<file path="config.mk">
export PLATFORM = sky130hd
export DESIGN_NAME = instr_prefetch_buffer
export DESIGN_NICKNAME = d
export VERILOG_FILES = /design/src/rtl/instr_prefetch_buffer.sv
export SDC_FILE = /design/constraint.sdc
export NUM_CORES = 1
export LEC_CHECK = 0
export CAP_MARGIN = 20
export CORE_MARGIN = 1.5
export CORE_UTILIZATION = 57
export DETAILED_ROUTE_END_ITERATION = 6
export PLACE_DENSITY = 0.8
export SETUP_SLACK_MARGIN = 0.2
export SYNTH_ARGS = -nofsm -noshare
export SYNTH_HDL_FRONTEND = slang
export SYNTH_SLANG_ARGS = --single-unit
</file>
<file path="constraint.sdc">
create_clock -name clk -period 3.8 [get_ports clk]
set_input_delay 1.14 -clock clk [delete_from_list [all_inputs] [get_ports clk]]
set_output_delay 1.14 -clock clk [all_outputs]
set_load 0.05 [all_outputs]
</file>
<file path="src/rtl/instr_prefetch_buffer.sv">
// In-order instruction prefetch FIFO with credit-limited requests and redirect flush.
// Optional perf counters (stall_cycles, flush_count) under IPB_PERF_CNT_EN.
module instr_prefetch_buffer #(
   parameter int unsigned    DEPTH    = 4,
   parameter int unsigned    PC_W     = 64,
   parameter logic [PC_W-1:0] RESET_PC = '0
) (
   input  logic            clk,
   input  logic            reset,
   output logic            imem_req_valid,
   input  logic            imem_req_ready,
   output logic [PC_W-1:0] imem_req_addr,
   input  logic            imem_rsp_valid,
   input  logic [31:0]     imem_rsp_data,
   output logic            inst_valid,
   input  logic            inst_ready,
   output logic [31:0]     inst_data,
   output logic [PC_W-1:0] inst_pc,
   input  logic            redirect_valid,
   input  logic [PC_W-1:0] redirect_pc
`ifdef IPB_PERF_CNT_EN
   ,output logic [31:0]    stall_cycles
   ,output logic [15:0]    flush_count
`endif
);

   localparam int AW = (DEPTH > 1) ? $clog2(DEPTH) : 1;
   localparam int CW = $clog2(DEPTH) + 1;

   logic [31:0]     r_mem_data [DEPTH];
   logic [PC_W-1:0] r_mem_pc   [DEPTH];
   logic [AW-1:0]   r_wr_ptr;
   logic [AW-1:0]   r_rd_ptr;
   logic [CW-1:0]   r_count;
   logic [CW-1:0]   r_inflight;
   logic [CW-1:0]   r_drop_cnt;
   logic [PC_W-1:0] r_fetch_pc;
   logic [PC_W-1:0] r_rsp_pc;

   logic [CW:0]     w_occ;
   logic            w_req_fire;
   logic            w_rsp;
   logic            w_drop;
   logic            w_push;
   logic            w_pop;
   logic [PC_W-1:0] w_redir_pc;

   // Buffered plus in-flight slots bound outstanding work, so a push never overflows.
   assign w_occ          = {1'b0, r_count} + {1'b0, r_inflight};
   assign imem_req_valid = reset && (w_occ < (CW+1)'(DEPTH)) && !redirect_valid;
   assign imem_req_addr  = r_fetch_pc;
   assign w_req_fire     = imem_req_valid && imem_req_ready;
   assign w_rsp          = imem_rsp_valid && (r_inflight != '0);
   assign w_drop         = w_rsp && (r_drop_cnt != '0);
   assign w_push         = w_rsp && !w_drop;
   assign w_pop          = inst_valid && inst_ready;
   assign w_redir_pc     = redirect_pc & ~PC_W'(3);

   assign inst_valid = (r_count != '0);
   assign inst_data  = r_mem_data[r_rd_ptr];
   assign inst_pc    = r_mem_pc[r_rd_ptr];

   always_ff @(posedge clk or negedge reset) begin
      if (!reset) begin
         for (int i = 0; i < int'(DEPTH); i++) begin
            r_mem_data[i] <= '0;
            r_mem_pc[i]   <= '0;
         end
         r_wr_ptr   <= '0;
         r_rd_ptr   <= '0;
         r_count    <= '0;
         r_inflight <= '0;
         r_drop_cnt <= '0;
         r_fetch_pc <= RESET_PC;
         r_rsp_pc   <= RESET_PC;
      end else if (redirect_valid) begin
         // Everything still outstanding belongs to the old path and is dropped.
         r_wr_ptr   <= '0;
         r_rd_ptr   <= '0;
         r_count    <= '0;
         r_inflight <= r_inflight - CW'(w_rsp);
         r_drop_cnt <= r_inflight - CW'(w_rsp);
         r_fetch_pc <= w_redir_pc;
         r_rsp_pc   <= w_redir_pc;
      end else begin
         if (w_req_fire)
            r_fetch_pc <= r_fetch_pc + PC_W'(4);
         r_inflight <= r_inflight + CW'(w_req_fire) - CW'(w_rsp);
         if (w_drop)
            r_drop_cnt <= r_drop_cnt - CW'(1);
         if (w_push) begin
            r_mem_data[r_wr_ptr] <= imem_rsp_data;
            r_mem_pc[r_wr_ptr]   <= r_rsp_pc;
            r_wr_ptr             <= r_wr_ptr + AW'(1);
            r_rsp_pc             <= r_rsp_pc + PC_W'(4);
         end
         if (w_pop)
            r_rd_ptr <= r_rd_ptr + AW'(1);
         r_count <= r_count + CW'(w_push) - CW'(w_pop);
      end
   end

`ifdef IPB_PERF_CNT_EN
   logic [31:0] r_stall_cycles;
   logic [15:0] r_flush_count;

   always_ff @(posedge clk or negedge reset) begin
      if (!reset) begin
         r_stall_cycles <= '0;
         r_flush_count  <= '0;
      end else begin
         if (inst_ready && !inst_valid && !redirect_valid && !(&r_stall_cycles))
            r_stall_cycles <= r_stall_cycles + 32'd1;
         if (redirect_valid && !(&r_flush_count))
            r_flush_count <= r_flush_count + 16'd1;
      end
   end

   assign stall_cycles = r_stall_cycles;
   assign flush_count  = r_flush_count;
`endif

endmodule
</file>
==> summary.md, run 1 <==
| Metric | Value |
|---|---|
| Slew Limit Fails | `0` |
| Slew @ Worst Pin | `0.906 ns` |
| Final Cycle Share | `between 90% and 100%` |
| Clock Latency Late Sink | `0.60 ns` |
| Drt drc | `0` |
| Seq/Total Area, Yosys | `52.6%` |
| Wire length per cell | `24.0 um` |
| CTS Buf Count | `53` |
| Setup TNS | `0 ns` |
| Hold Crit Class | `flop to flop` |
| Synthesized flop and latch total | `513` |
| Drt via density | `6.31` |
| Delay-heaviest family, CP | `buffers and inverters` |
| Synth area leaders | `dfrtp_1, mux2_2, mux4_2, nand2_1, xnor2_1` |
| Cell accounting for the most synthesized area | `dfrtp_1` |
| Status | `completed` |
| H-tree depth | `2` |
| Crit path capture type | `output pin` |
| Initial antenna violation count | `5` |
| Kind of critical path | `flop to output pin` |
| Sw Pwr | `8.03 mW` |
| Number of global-route vias before repair | `17900` |
| Syn Inst Count | `between 1500 and 2000` |
| Post-Route Skew | `~0.019 ns` |
| Post-Syn Area per Cell | `12.9 um2` |
| Largest net degree at the start of global routing | `approximately 160` |
| Worst r2r dst | `r_rsp_pc[61]` |
| Die area | `0.0441 mm2` |
| Max-slew headroom at the worst pin | `about two fifths` |
| Synth cell types | `55` |
| FF-to-FF path depth | `6` |
| Synth-to-layout area growth | `20.1%` |
| Commonest non-fill, non-tap cells in the layout | `dfrtp_1, mux2_2, clkdlybuf4s50_1, nand2_1, mux4_2` |
| Post-synth EDFFs | `0` |
| Sw Ratio | `38.0%` |
| Int Pwr | `between 10 and 15 mW` |
| Root Driver | `clkbuf_16` |
| Router iterations before antenna repair | `5` |
| Combinational group share of total power | `between 30% and 40%` |
| Maximum root-to-sink buffer count | `3` |
| IO Count | `264` |
| Max Clock Freq | `281 MHz` |
| Maximum vdd drop | `0.000693 V` |
| Slowest stage delay, CP | `0.59 ns` |
| Crit path depth | `4` |
| Power Dens Cells | `720 mW/mm2` |
| Post-synth top area share | `52.6%` |
| Commonest non-fill, non-tap cell in the layout | `dfrtp_1` |
| Mapped cell area | `about 0.024 mm2` |
| Worst-path clk slew | `roughly 0.06 ns` |
| CP arrival | `2.42 ns` |
| RSZ-0062 raised after global routing | `true` |
| Worst Path Required | `2.66 ns` |
| Hold EP | `r_mem_data[62]` |
| Critical-path top delay cell | `mux4_2` |
| Final Hold Fails | `0` |
| Power Total | `21.1 mW` |
| Nets | `about 2200` |
| Final Util | `69.6%` |
| Die Ht | `roughly 210 um` |
| Hold Path Cell Cnt | `1` |
| Setup-failing EPs final | `0` |
| Ys async rst share | `100%` |
| Post-route minimum period | `3.56 ns` |
| Hold path startpoint | `r_mem_data[62]` |
| Global route total overflow | `0` |
| Commonest register cell after synthesis | `dfrtp_1` |
| Final ANT Viol Nets | `0` |
| Clock group share of total power | `25.4%` |
| Setup crit start kind | `flop` |
| CTS tree | `yes` |
| CP Cell Sequence | `buf_4 -> bufbuf_16 -> mux4_2 -> buf_4` |
| Input/output buffers | `about 260` |
| Iter 0 DRT Violations | `around 1600` |
| CTS sink cnt | `513` |
| Seq pwr share | `35.9%` |
| Effective utilization at floorplan | `approximately 58%` |
| First-pass GRT wire length | `between 100000 and 150000 um` |
| Die width | `between 200 and 250 um` |
| Layout cells sized above 1 | `approximately a third` |
| CP most frequent cell | `buf_4` |
| Routability Congestion | `0.879` |
| Worst-path fanout max | `17` |
| Leakage power | `13.0 nW` |
| Hold Worst Slack | `around 0.50 ns` |
| R2R Path Start | `r_rsp_pc[4]` |
| Ant. Diodes | `0` |
| Post-Route WL | `64300 um` |
| CP bufs+invs | `3` |
| Placed Cells | `2584` |
| GR Util All Layers | `29.9%` |
| Max-cap viol count | `0` |
| Core ar. | `0.0421 mm2` |
| Number of placement rows | `75` |
| Vias | `around 17000` |
| Post-route insts no fill | `2684` |
| Dpl hpwl | `42400 um` |
| R2R Setup Slk | `about 0.8 ns` |
| Synth Warn # | `0` |
[state kept, by name, indices dropped and copies added (netlist names)]
signal,cells
r_rsp_pc,62
r_count,3
r_wr_ptr,2
r_mem_data,128
r_mem_pc,248
r_drop_cnt,3
r_rd_ptr,2
imem_req_addr,62
r_inflight,3
[how the worst max path moves through the flow]
stage / start / to / slack (ns)
2_1_floorplan: redirect_valid / r_inflight[2] / 0.24
3_3_place_gp: imem_rsp_valid / r_rsp_pc[57] / 0.26
3_5_place_dp: imem_rsp_valid / r_rsp_pc[57] / 0.24
4_1_cts: r_rd_ptr[0] / inst_pc[10] / 0.09
5_1_grt: r_rd_ptr[0] / inst_pc[10] / 0.19
6_report: r_rd_ptr[0] / inst_pc[33] / 0.24
[metal layers]
layer	vias to the layer above	part of all wire [%]	routed length (um)	track usage [%]
li1	7320	-	-	-
met1	8706	40	25800	40.2
met2	740	47	30500	46.6
met3	170	8.0	5120	7.02
met4	8	4.5	2860	13.8
met5	-	0.10	65	0
[cell type report]
cell class	instances	area (um2)
Timing Repair Buffer	301	2940
Multi-Input combinational cell	1205	10900
Tap cell	539	674
Fill cell	2908	12800
Clock buffer	73	1560
Sequential cell	513	12800
Inverter	32	120
Clock inverter	21	240
[cells by family after synthesis]
| family | share of synthesized area, % |
|---|---|
| xor gates and xnor gates | 3.01 |
| AOI/OAI and AO/OA | 3.87 |
| and+or+nand+nor | 9.44 |
| adders and majority gates | 0.984 |
| DFF | 52.6 |
| muxes | 27.3 |
| other | 0.0154 |
| buffers and inverters | 2.73 |
[power groups by stage]
stage | Sequential (mW) | Combinational [mW] | Clock [mW]
global placement | 7.49 | 8.30 | 0
floorplan | 7.57 | 5.74 | 0
CTS | 7.54 | 8.29 | 5.44
detailed placement | 7.62 | 8.41 | 0
global route | 7.72 | 8.57 | 5.69
finish | 7.56 | 8.17 | 5.37
[cell usage after synthesis (3+ instances only)]
cell type	number
buf_2	5
clkbuf_1	107
a31oi_1	8
or3_1	9
nand3_1	64
inv_1	31
nor2b_1	3
nand2_1	132
xor2_1	35
buf_1	24
o311ai_0	9
mux2_2	399
a221o_1	5
ha_1	16
mux2i_1	5
xnor2_1	49
a21oi_1	25
dfrtp_1	513
mux4_2	94
o211ai_1	22
nor4_1	23
nor3_1	33
nor2_1	58
and4_1	7
and3_1	21
and2_1	15
nor4_4	3
o21ai_0	63
or2_2	4
nand2b_1	8
nand4_1	54
o31a_1	5
buf_4	4
or4_1	9
[repair_timing]
item                       4_1_cts  5_1_grt
gates resized for setup         80       64
buffers inserted                 3        0
hold buffers                     0        0
setup endpoints to repair       59       32
cloned                           2        0
[per-stage QoR]
step                setup slack, ns  cell area, um2
floorplan                     0.240           24400
global placement              0.260           27600
detailed placement            0.241           27600
CTS                          0.0907           29400
global route                  0.191           29300
finish                        0.243           29300
Power figures use the tool's default switching activity.
==> run 2: changes to the inputs <==
Settings changed: TNS_END_PERCENT set to 20.
==> run 2 against run 1 <==
Net effect: non-clock buffer count shrank 3; flip-flop and latch count is the same; global-route usage down 0.26 points; maximum frequency is 2.2% lower; routed wire length increased by 0.20%; design area increased by 0.15%; clock-buffer cell count unchanged; core utilization is 0.10 points higher; largest cell class unchanged; largest power group unchanged; highest routed layer unchanged.
==> summary.md, run 2 (same netlist as run 1, synthesis figures left out) <==
| Metric | Value |
|---|---|
| Commonest non-fill, non-tap cell in the layout | `dfrtp_1` |
| Setup TNS | `0 ns (unchanged)` |
| Routability Congestion | `0.879 (unchanged)` |
| Setup-failing EPs final | `0 (unchanged)` |
| IO Count | `264 (unchanged)` |
| Core ar. | `0.0421 mm2 (unchanged)` |
| Slew @ Worst Pin | `0.888 ns (-0.0174 ns)` |
| Drt drc | `0 (unchanged)` |
| Hold Crit Class | `flop to flop` |
| Vias | `16900 (-0.19%)` |
| Drt via density | `6.31 (about the same)` |
| Post-Route Skew | `0.0162 ns (-0.00253 ns)` |
| Input/output buffers | `257 (unchanged)` |
| Dpl hpwl | `42400 um (unchanged)` |
| Layout cells sized above 1 | `32.2% (-1.4 points)` |
| CTS sink cnt | `513 (unchanged)` |
| Post-Route WL | `64500 um (+0.20%)` |
| Maximum root-to-sink buffer count | `3 (unchanged)` |
| Ant. Diodes | `0 (unchanged)` |
| Max-cap viol count | `0 (unchanged)` |
| Slew Limit Fails | `0 (unchanged)` |
| Post-route cell area | `0.0294 mm2 (+0.15%)` |
| Number of placement rows | `75 (unchanged)` |
| Final Cycle Share | `95.8% (+2.2 points)` |
| Biggest regs | `r_mem_pc (248), r_mem_data (128)` |
| Power Dens Cells | `718 mW/mm2 (-0.23%)` |
| Commonest non-fill, non-tap cells in the layout | `dfrtp_1, mux2_2, clkdlybuf4s50_1, nand2_1, mux4_2` |
| Pre-CTS setup slack | `0.241 ns (unchanged)` |
| Placed inst area | `0.0276 mm2 (unchanged)` |
| Router iterations before antenna repair | `5 (unchanged)` |
| Root Driver | `clkbuf_16` |
| Synth-to-layout area growth | `20.3%` |
| CP Cell Sequence | `clkbuf_16 -> mux4_2 -> dlygate4sd2_1` |
| Slowest stage delay, CP | `0.61 ns (+0.02 ns)` |
| Post-route insts no fill | `2681 (-0.11%)` |
| GR Util All Layers | `29.7% (-0.26 points)` |
| Effective utilization at floorplan | `57.9% (unchanged)` |
| Die area | `0.0441 mm2 (unchanged)` |
| Leakage power | `13.0 nW (+0.17%)` |
| Status | `completed` |
| CTS Buf Count | `53 (unchanged)` |
| Filler instances | `2907 (-0.034%)` |
| Delay-heaviest family, CP | `buffers and inverters` |
| Clock Latency Late Sink | `0.60 ns (about the same)` |
| Max reg flops | `248 (unchanged)` |
| Crit path capture type | `output pin` |
| Worst-path fanout max | `17 (unchanged)` |
| Wire length per cell | `24.0 um (+0.31%)` |
| Worst setup margin | `0.161 ns (-0.0818 ns)` |
| Post-CTS Hold Buffers | `0 (unchanged)` |
| Worst-path clk slew | `0.06 ns (about the same)` |
| CP arrival | `2.50 ns (+0.08 ns)` |
| Critical-path top delay cell | `dfrtp_4` |
| Global route total overflow | `0 (unchanged)` |
| Max Clock Freq | `275 MHz (-2.2%)` |
| Die Ht | `210 um (unchanged)` |
| H-tree depth | `2 (unchanged)` |
| Power Total | `21.1 mW (about the same)` |
| R2R Setup Slk | `0.77 ns (-0.03 ns)` |
| Kind of critical path | `flop to output pin` |
| Nets | `2223 (-0.13%)` |
| Largest net degree at the start of global routing | `158 (unchanged)` |
| Maximum vdd drop | `0.000697 V (+0.57%)` |
| Max-slew headroom at the worst pin | `40.8% (+1.2 points)` |
| First-pass GRT wire length | `101000 um (-0.67%)` |
| Iter 0 DRT Violations | `1575 (-1.0%)` |
| Final Hold Fails | `0 (unchanged)` |
| Number of global-route vias before repair | `17900 (-0.15%)` |
| RSZ-0062 raised after global routing | `true` |
| Worst Path Required | `2.66 ns (about the same)` |
| CTS tree | `yes` |
| CP bufs+invs | `2 (-1)` |
| Post-route minimum period | `3.64 ns (+0.0818 ns)` |
| Die width | `210 um (unchanged)` |
| Initial antenna violation count | `3 (-2)` |
| Top reg by flops | `r_mem_pc` |
| Placed Cells | `2584 (unchanged)` |
| Final ANT Viol Nets | `0 (unchanged)` |
| Setup crit start kind | `flop` |
run 2: cell types whose count changed in the layout (fill, tap and decap cells not counted), sizes merged:
cell / delta
buf: -7
bufbuf: -2
clkdlybuf4s15: -2
clkbuf: -19
dlygate4sd2: +27
run 2: cell type report:
cell class	instances	area [um2]	area share, %
multi-input cells	1205	10900	37.2
clock inverters	21	240	0.818
repair buffers	298	2980	10.2
inverters	32	120	0.409
well taps	539	674	2.30
flip-flops and latches	513	12800	43.7
clock buffers	73	1560	5.33
run 2: where the power goes:
part | leakage (nW) | total (mW) | switching, mW | internal [mW]
sequential | 6.71 | 7.59 | 0.935 | 6.65
clock | 0.901 | 5.37 | 2.17 | 3.20
combinational | 5.40 | 8.12 | 4.92 | 3.21
run 2: metrics by stage:
step	hold WS (ns)	util (%)
final	0.502	69.7
after CTS	0.504	69.5
after global routing	0.512	69.7
after global placement	0.483	65.4
after floorplan	0.475	-
after detailed placement	0.490	65.4
run 2: path summary, 6_finish.rpt:
path / start / end / cells after the start
setup / recovery: r_rd_ptr[0] / inst_pc[8] / 3
hold / removal: r_mem_pc[68] / r_mem_pc[68] / 1
setup reg to reg: r_rsp_pc[4] / r_rsp_pc[61] / 6
hold reg to reg: r_mem_pc[68] / r_mem_pc[68] / 1
max in group asynchronous: reset / r_rsp_pc[16] / 3
min in group asynchronous: reset / r_mem_pc[53] / 2
run 2: routing by layer:
layer,global-route usage [%],up-vias,part of all wire (%)
li1,-,7312,-
met1,40.2,8684,40
met2,46.0,737,47
met3,6.81,172,7.9
met4,13.5,6,4.6
met5,0,-,0.076
run 2: repair_timing:
action,in CTS,in global routing
cloned,0,2
endpoints found under the setup margin,59,59
gates resized for setup,59,24
setup buffers,0,0
